--- src/rtl/i2s_stream_ctrl.sv ---
// i2s_stream_ctrl: sequences stereo frames I2Srx -> FIFO -> DSP -> holding register -> I2Stx,
// reloading the tx channel registers once per frame at the ws rising edge.
module i2s_stream_ctrl #(
    parameter int unsigned WIDTH = 16,
    parameter int unsigned DEPTH = 4
) (
    input  logic                   sclk_i,
    input  logic                   rst_n_i,
    input  logic                   ws_i,
    input  logic [WIDTH-1:0]       rxLeft_i,
    input  logic [WIDTH-1:0]       rxRight_i,
    input  logic                   rxChanged_i,
    output logic                   dspValid_o,
    output logic [WIDTH-1:0]       dspLeft_o,
    output logic [WIDTH-1:0]       dspRight_o,
    input  logic                   dspReady_i,
    input  logic                   dspValid_i,
    input  logic [WIDTH-1:0]       dspLeft_i,
    input  logic [WIDTH-1:0]       dspRight_i,
    output logic                   dspReady_o,
    output logic [WIDTH-1:0]       txLeft_o,
    output logic [WIDTH-1:0]       txRight_o,
    input  logic                   bypass_i,
    input  logic                   mute_i,
    input  logic                   clear_i,
    output logic                   overflow_o,
    output logic                   underrun_o,
    output logic [$clog2(DEPTH):0] fill_o
);

    localparam int unsigned PW = $clog2(DEPTH);
    localparam int unsigned FW = PW + 1;

    typedef enum logic {ST_IDLE, ST_RUN} state_e;

    logic [WIDTH-1:0] fifo_l_q [DEPTH];
    logic [WIDTH-1:0] fifo_r_q [DEPTH];
    logic [PW-1:0]    wr_ptr_q, wr_ptr_d;
    logic [PW-1:0]    rd_ptr_q, rd_ptr_d;
    logic [FW-1:0]    fill_q, fill_d;
    logic [WIDTH-1:0] last_l_q, last_r_q;
    logic [WIDTH-1:0] hold_l_q, hold_r_q;
    logic             hold_full_q, hold_full_d;
    logic [WIDTH-1:0] tx_l_q, tx_l_d, tx_r_q, tx_r_d;
    logic             ws_q;
    logic             overflow_q, overflow_d;
    logic             underrun_q, underrun_d;
    state_e           state_q, state_d;

    logic rd_en, wr_en, full, ovf_set, unr_set, capture, consume, reload;

    // FIFO control: read/write qualification, overflow detection, pointer and fill update
    always_comb begin
        full     = (fill_q == FW'(DEPTH));
        rd_en    = (fill_q != '0) && dspReady_i;
        wr_en    = rxChanged_i && (!full || rd_en);
        ovf_set  = rxChanged_i && full && !rd_en;
        wr_ptr_d = wr_en ? PW'(wr_ptr_q + 1'b1) : wr_ptr_q;
        rd_ptr_d = rd_en ? PW'(rd_ptr_q + 1'b1) : rd_ptr_q;
        fill_d   = fill_q;
        if (wr_en && !rd_en) begin
            fill_d = FW'(fill_q + 1'b1);
        end else if (rd_en && !wr_en) begin
            fill_d = FW'(fill_q - 1'b1);
        end
    end

    // Tx FSM next state: per-frame reload from mute, bypass, holding register or underrun
    always_comb begin
        state_d = state_q;
        tx_l_d  = tx_l_q;
        tx_r_d  = tx_r_q;
        consume = 1'b0;
        unr_set = 1'b0;
        reload  = ws_i && !ws_q;
        capture = dspValid_i && !hold_full_q;
        if (reload) begin
            if (mute_i) begin
                tx_l_d  = '0;
                tx_r_d  = '0;
                consume = hold_full_q;
            end else if (bypass_i) begin
                tx_l_d  = last_l_q;
                tx_r_d  = last_r_q;
                consume = hold_full_q;
            end else if (hold_full_q) begin
                tx_l_d  = hold_l_q;
                tx_r_d  = hold_r_q;
                consume = 1'b1;
                state_d = ST_RUN;
            end else if (state_q == ST_RUN) begin
                unr_set = 1'b1;
            end
        end
        // A new capture wins over a consume in the same cycle
        hold_full_d = capture | (hold_full_q & ~consume);
        overflow_d  = ovf_set | (overflow_q & ~clear_i);
        underrun_d  = unr_set | (underrun_q & ~clear_i);
    end

    // FIFO storage and pointers
    always_ff @(posedge sclk_i or negedge rst_n_i) begin
        if (!rst_n_i) begin
            for (int unsigned i = 0; i < DEPTH; i++) begin
                fifo_l_q[i] <= '0;
                fifo_r_q[i] <= '0;
            end
            wr_ptr_q <= '0;
            rd_ptr_q <= '0;
            fill_q   <= '0;
        end else begin
            if (wr_en) begin
                fifo_l_q[wr_ptr_q] <= rxLeft_i;
                fifo_r_q[wr_ptr_q] <= rxRight_i;
            end
            wr_ptr_q <= wr_ptr_d;
            rd_ptr_q <= rd_ptr_d;
            fill_q   <= fill_d;
        end
    end

    // Latest rx frame, holding register, tx channels, ws history, flags and FSM state
    always_ff @(posedge sclk_i or negedge rst_n_i) begin
        if (!rst_n_i) begin
            last_l_q    <= '0;
            last_r_q    <= '0;
            hold_l_q    <= '0;
            hold_r_q    <= '0;
            hold_full_q <= 1'b0;
            tx_l_q      <= '0;
            tx_r_q      <= '0;
            ws_q        <= 1'b1;
            overflow_q  <= 1'b0;
            underrun_q  <= 1'b0;
            state_q     <= ST_IDLE;
        end else begin
            if (rxChanged_i) begin
                last_l_q <= rxLeft_i;
                last_r_q <= rxRight_i;
            end
            if (capture) begin
                hold_l_q <= dspLeft_i;
                hold_r_q <= dspRight_i;
            end
            hold_full_q <= hold_full_d;
            tx_l_q      <= tx_l_d;
            tx_r_q      <= tx_r_d;
            ws_q        <= ws_i;
            overflow_q  <= overflow_d;
            underrun_q  <= underrun_d;
            state_q     <= state_d;
        end
    end

    assign dspValid_o = (fill_q != '0);
    assign dspLeft_o  = fifo_l_q[rd_ptr_q];
    assign dspRight_o = fifo_r_q[rd_ptr_q];
    assign dspReady_o = ~hold_full_q;
    assign txLeft_o   = tx_l_q;
    assign txRight_o  = tx_r_q;
    assign overflow_o = overflow_q;
    assign underrun_o = underrun_q;
    assign fill_o     = fill_q;

endmodule

--- config.mk ---
export PLATFORM = sky130hd
export DESIGN_NAME = i2s_stream_ctrl
export DESIGN_NICKNAME = d
export VERILOG_FILES = /design/src/rtl/i2s_stream_ctrl.sv
export SDC_FILE = /design/constraint.sdc
export NUM_CORES = 1
export LEC_CHECK = 0
export BUFFER_PORTS_ARGS = -buffer_cell sky130_fd_sc_hd__buf_4
export CORE_ASPECT_RATIO = 1.75
export CORE_MARGIN = 2
export CORE_UTILIZATION = 52
export DETAILED_ROUTE_END_ITERATION = 8
export PLACE_DENSITY = 0.74
export REMOVE_ABC_BUFFERS = 1
export SETUP_SLACK_MARGIN = 0.15
export SLEW_MARGIN = 0
export SYNTH_ARGS = -nofsm -noshare
export SYNTH_HDL_FRONTEND = slang
export SYNTH_SLANG_ARGS = --single-unit
--- constraint.sdc ---
create_clock -name sclk_i -period 2.1 [get_ports sclk_i]
set_input_delay 0.42 -clock sclk_i [delete_from_list [all_inputs] [get_ports sclk_i]]
set_output_delay 0.42 -clock sclk_i [all_outputs]
set_load 0.02 [all_outputs]
=== After elaboration in Yosys (flattened, before gate mapping) ===
Cells that the tools add are included.

* Word-level logic and storage cells: 90
* Output and inout bits: 71
* Input port bits: 73
* Flip-flop bits (word level): 236

* Equal/unequal tests: 1
* Multiplexer cells: 27
* Order comparisons: 3
* Reductions and logical operators: 20
* Add/subtract/negate cells: 4
* Bitwise gates (word level): 13

{| class="wikitable"
|+ Operator list
! cell !! number
|-
| $mux W16 || 11
|-
| $bwmux W64 || 2
|-
| $bmux W16 S2 || 2
|-
| $demux W16 S2 || 1
|-
| $logic_and A1 B1 Y1 || 9
|-
| $mux W1 || 9
|-
| $ge A3 B3 Y1 const B || 2
|-
| $mux W3 || 2
|-
| $not A2 Y3 || 2
|-
| $reduce_bool A3 Y1 || 2
|-
| $logic_not A1 Y1 || 5
|-
| $not A1 Y1 || 5
|-
| $add A2 B1 Y2 const B || 2
|-
| $reduce_and A4 Y1 || 1
|-
| $add A3 B1 Y3 const B || 1
|-
| $and A1 B1 Y1 || 3
|-
| $eq A3 B3 Y1 const B || 1
|-
| $lt A3 B1 Y1 const B || 1
|-
| $or A1 B1 Y1 || 3
|-
| $sub A3 B1 Y3 const B || 1
|-
| $reduce_and A2 Y1 || 1
|-
| $reduce_bool A2 Y1 || 1
|-
| $logic_or A1 B1 Y1 || 1
|}

=== Logic depth before layout (Yosys ltp) ===
* Depth in word-level cells: 8
* Mapped depth: 9
* Mapped depth without buffers: 9

=== Least setup slack after synthesis ===
No wires, ideal clock.

* Kind: register to register
* Start: reg fill_q[1], in the netlist fill_o[1]
* End: reg fill_q[1], in the netlist fill_o[1]
* Setup time: 125 ps
* Stages on the path, launching flop included: 8
* Data required time: 1975 ps
* Setup slack: -137 ps
* Arrival: 2112 ps
* Period minus slack after synthesis: 2237 ps
* Buffers on the path: 0
* Path through: dfrtp_1 -> or4b_4 -> nand2_1 -> inv_1 -> ha_1 -> inv_1 -> fa_1 -> mux2_2

* Elaborated cells on any way between the ends: 15
* Classes of those cells: 2 x add/sub; 1 x eq/ne; 2 x mux; 10 x reduce/logical

{| class="wikitable"
|+ RTL lines
! element !! line !! text
|-
| from (decl) || 40 || <nowiki>logic [FW-1:0] fill_q, fill_d;</nowiki>
|-
| from (signal assigned) || 118 || <nowiki>fill_q <= fill_d;</nowiki>
|-
| $eq A3 B3 Y1 or $reduce_bool A3 Y1 (tied branches) || 54, 55 ||
|-
| $logic_not A1 Y1 or $logic_and A1 B1 Y1 (tied branches) || 56, 55 ||
|-
| $logic_or A1 B1 Y1 (*) || 56 || <nowiki>wr_en = rxChanged_i && (!full || rd_en);</nowiki>
|-
| $logic_and A1 B1 Y1 (*) || 56 ||
|-
| net wr_en || 50 || <nowiki>logic rd_en, wr_en, full, ovf_set, unr_set, capture, consume, reload;</nowiki>
|-
| $logic_and A1 B1 Y1 (*) || 61 || <nowiki>if (wr_en && !rd_en) begin</nowiki>
|-
| $mux W3 (*) || 61 ||
|-
| net fill_d[1] || 40 ||
|}

Mark *: on every way through the listed nets, which the timed path passes. The rest lies on a longest branch. The select of a mux whose other input is x is not followed.
A chain may end at the register's enable or synchronous reset.

=== Worst setup path after layout ===
* Start: reg rd_ptr_q[0]
* End: out dspRight_o[2]

* Word-level cells in the longest chain between the ends: 4

{| class="wikitable"
|+ RTL lines
! element !! line !! text
|-
| from (decl) || 39 || <nowiki>logic [PW-1:0] rd_ptr_q, rd_ptr_d;</nowiki>
|-
| from (signal assigned) || 117 || <nowiki>rd_ptr_q <= rd_ptr_d;</nowiki>
|-
| $not A2 Y3 (not written as such) || 157 || <nowiki>assign dspRight_o = fifo_r_q[rd_ptr_q];</nowiki>
|-
| $bmux W16 S2 || 157 ||
|-
| $mux W16 (not written as such) (2 in a row) || 157 ||
|-
| to (decl) || 15 || <nowiki>output logic [WIDTH-1:0] dspRight_o,</nowiki>
|}

No other way between the ends. The select of a mux whose other input is x is not followed.

==> flow_metrics.env <==
export IMPL_worst_setup_path_start_kind="flip-flop"
export IMPL_ios=144
export IMPL_violations="setup timing"
export IMPL_combPwrFrac_pct=46.2
export IMPL_ant_nets=0
export IMPL_synth_seq_area_share_pct=55.0
export IMPL_relSlewSlack_pct=64.4
export IMPL_hold_violations=0
export IMPL_viasPerCell=5.96
export IMPL_arrival_ns=1.94
export IMPL_cts_sinks=236
export IMPL_drive_above_1_share_pct=57.2
export IMPL_dr_pass1_iters=5
export IMPL_grt_ovfl_total=0
export IMPL_setup_slack_ns=-0.260
export IMPL_worstMarginPinSlew_ns=0.534
export IMPL_hpwl_um=16300
export IMPL_clock_tree_root_cell="clkbuf_16"
export IMPL_rows=69
export IMPL_status="complete, but fails checks"
export IMPL_min_to="ws_q$_DFF_PN1_"
export IMPL_grt_pass1_wl_um=41500
export IMPL_synth_cell_types=30
export IMPL_cellPowerDensity_nw_per_um2=1600
export IMPL_die_x_um=113
export IMPL_max_cap_violations=0
export IMPL_slew_violations=0
export IMPL_synth_seq_cells=236
export IMPL_hold_worst_slack_ns=0.0319
export IMPL_p_leak_nw=6.21
export IMPL_r2r_start="fill_o[1]$_DFFE_PN0P_"
export IMPL_ir_drop_mv=1.19
export IMPL_drt_wl_total_um=27200
export IMPL_worstHoldStart="ws_i"
export IMPL_antenna_found_initial=1
export IMPL_io_buffers=143
export IMPL_syn_mean_instance_area_um2=16.6
export IMPL_required_ns=1.68
export IMPL_clockBufferDepth=3
export IMPL_nFillCells=1373
export IMPL_reg2reg_slack_ns=-0.05
export IMPL_syn_area_um2=10700
export IMPL_rsz0062_at_grt="yes"
export IMPL_hold_class="in -> reg"
export IMPL_routabilityCongestion=0.772
export IMPL_utilization_pct=67.2
export IMPL_start_util_pct=53.0
export IMPL_intPower_mw=14.9
export IMPL_grtUsageTotal_pct=24.2
export IMPL_fmax_mhz=424
export IMPL_crit_type="reg -> out"
export IMPL_fin_crit_ns=2.36
export IMPL_drt_wirelength_per_cell_um=25.1
export IMPL_worstReg2RegEnd="fill_o[1]$_DFFE_PN0P_"
export IMPL_fp_dieH_um=194
export IMPL_drt_iter0_drc=388
export IMPL_num_nets_final=901
export IMPL_final_cell_mix="dfrtp_1 (233), buf_4 (135), mux2_4 (129), mux2_2 (65), buf_6 (34)"
export IMPL_final_common_cell="dfrtp_1"
export IMPL_grt_pass1_vias=7222
export IMPL_worstRegToRegCells=7
export IMPL_dieArea_um2=21900
export IMPL_switching_share_pct=31.8
export IMPL_grt_max_degree=62
export IMPL_cts_tree="yes"
export IMPL_hold_depth=1
export IMPL_min_period_over_period_pct=112
export IMPL_synthCells=648
export IMPL_via_count=6476
export IMPL_numCtsBuffers=23
export IMPL_cp_max_fo=7
export IMPL_cts_clk_slew_worst_paths_ns=0.07
export IMPL_clockPowerShare_pct=19.8
export IMPL_htree_levels=1
export IMPL_syn2layout_area_growth_pct=26.9
export IMPL_seq_power_share_pct=34.0
export IMPL_end_kind="primary output"
export IMPL_drc=0
export IMPL_finClkSkew_ns=0.0135
export IMPL_yosys_warnings=0
export IMPL_worstSkewPairLatency_ns=0.51
export IMPL_setup_violations=34
export IMPL_coreArea_um2=20300
export IMPL_p_sw_mw=6.94
==> cells in the mapped netlist <==
library cell,instances,area (um2)
dfrtp_1,235,5880
mux2_4,120,1800
mux2_2,74,833
mux2i_1,32,320
mux4_2,32,721
o21ai_0,32,160
o41ai_1,32,280
clkbuf_1,30,113
buf_12,12,240
inv_1,7,26.3
buf_2,6,30.0
buf_6,5,56.3
ha_1,5,62.6
and3_1,4,25.0
xnor2_1,4,35.0
a21o_1,2,15.0
nand2_1,2,7.51
xor2_1,2,17.5
a32o_1,1,10.0
dfstp_2,1,26.3
fa_1,1,20.0
nand2b_1,1,6.26
nand3_1,1,5.00
nor2_1,1,3.75
nor2b_1,1,6.26
nor3_1,1,5.00
nor3_2,1,10.0
o2bb2ai_1,1,8.76
or3_1,1,6.26
or4b_4,1,13.8
==> per-layer routing <==
layer / vias up / routed length [um] / GRT usage [%]
met4: 0 / 887 / 8.99
met1: 3461 / 10300 / 30.2
met5: - / 0 / 0
met2: 203 / 14800 / 42.8
met3: 58 / 1200 / 3.22
li1: 2754 / - / -
==> timing repair <==
action                     CTS  global route
setup endpoints to repair  156           104
hold endpoints to repair    54             0
gates cloned                 6             8
hold buffers                 1             0
pin swaps                    8             5
gates resized for setup     53            11
buffers inserted             8             4
==> state kept, by name, summed over array words and instances (netlist names), 2 cells and up <==
register   flops
fifo_l_q      64
fifo_r_q      64
fill_o         3
hold_l_q      16
hold_r_q      16
last_l_q      16
last_r_q      16
rd_ptr_q       2
txLeft_o      16
txRight_o     16
wr_ptr_q       2
==> worst max-delay path by stage <==
stage                                       start                    end  slack (ns)  cells after the start
after floorplan           rd_ptr_q[0]$_DFFE_PN0P_           dspLeft_o[0]       -0.46                      1
final                     rd_ptr_q[0]$_DFFE_PN0P_          dspRight_o[2]       -0.26                      4
after detailed placement               dspReady_i  fill_o[1]$_DFFE_PN0P_       -0.21                      8
after global placement                 dspReady_i  fill_o[1]$_DFFE_PN0P_       -0.13                      8
after CTS                 rd_ptr_q[0]$_DFFE_PN0P_           dspLeft_o[2]       -0.24                      4
after global routing      rd_ptr_q[0]$_DFFE_PN0P_          dspRight_o[2]       -0.29                      4
==> power groups by stage <==
stage | logic [mW] | registers [mW] | clock network (mW)
final | 10.1 | 7.43 | 4.31
after global routing | 10.6 | 7.63 | 4.56
after floorplan | 5.41 | 7.47 | 0
after detailed placement | 8.66 | 7.45 | 0
after CTS | 9.72 | 7.40 | 4.39
after global placement | 8.45 | 7.25 | 0
==> final cells by class <==
class	count	area [um2]	share of cell area, %
antenna	1	2.50	0.0183
clock inverter	6	115	0.844
inverter	7	28.8	0.211
multi-input combinational	352	4480	32.8
tap	248	310	2.28
sequential	236	5910	43.3
clock buffer	34	667	4.89
timing repair buffer	202	2130	15.6
==> stage by stage <==
step	cells	TNS [ns]	total power [mW]	setup WS [ns]	cell area, um2
floorplan	595	-81.00	12.9	-0.465	10300
global placement	1018	-0.130	15.7	-0.130	12200
detailed placement	1018	-1.00	16.1	-0.209	12200
CTS	1073	-6.11	21.5	-0.237	13400
global route	1086	-8.45	22.8	-0.294	13600
finish	1086	-6.83	21.8	-0.260	13600
==> cell families after synthesis <==
| logic type | count (synthesis) | synth area share, % |
|---|---|---|
| compound gates | 68 | 4.41 |
| xor+xnor | 6 | 0.489 |
| fa+ha+maj | 6 | 0.768 |
| buf+inv | 60 | 4.33 |
| simple gates | 14 | 0.827 |
| flops | 236 | 55.0 |
| mux | 258 | 34.2 |
==> worst max-delay path: stages (launching register included) <==
cell	delay, ns
dfrtp_2	0.43
buf_4	0.14
buf_12	0.14
mux4_2	0.56
buf_6	0.16
Note: power is estimated with default switching activity, not from simulation.
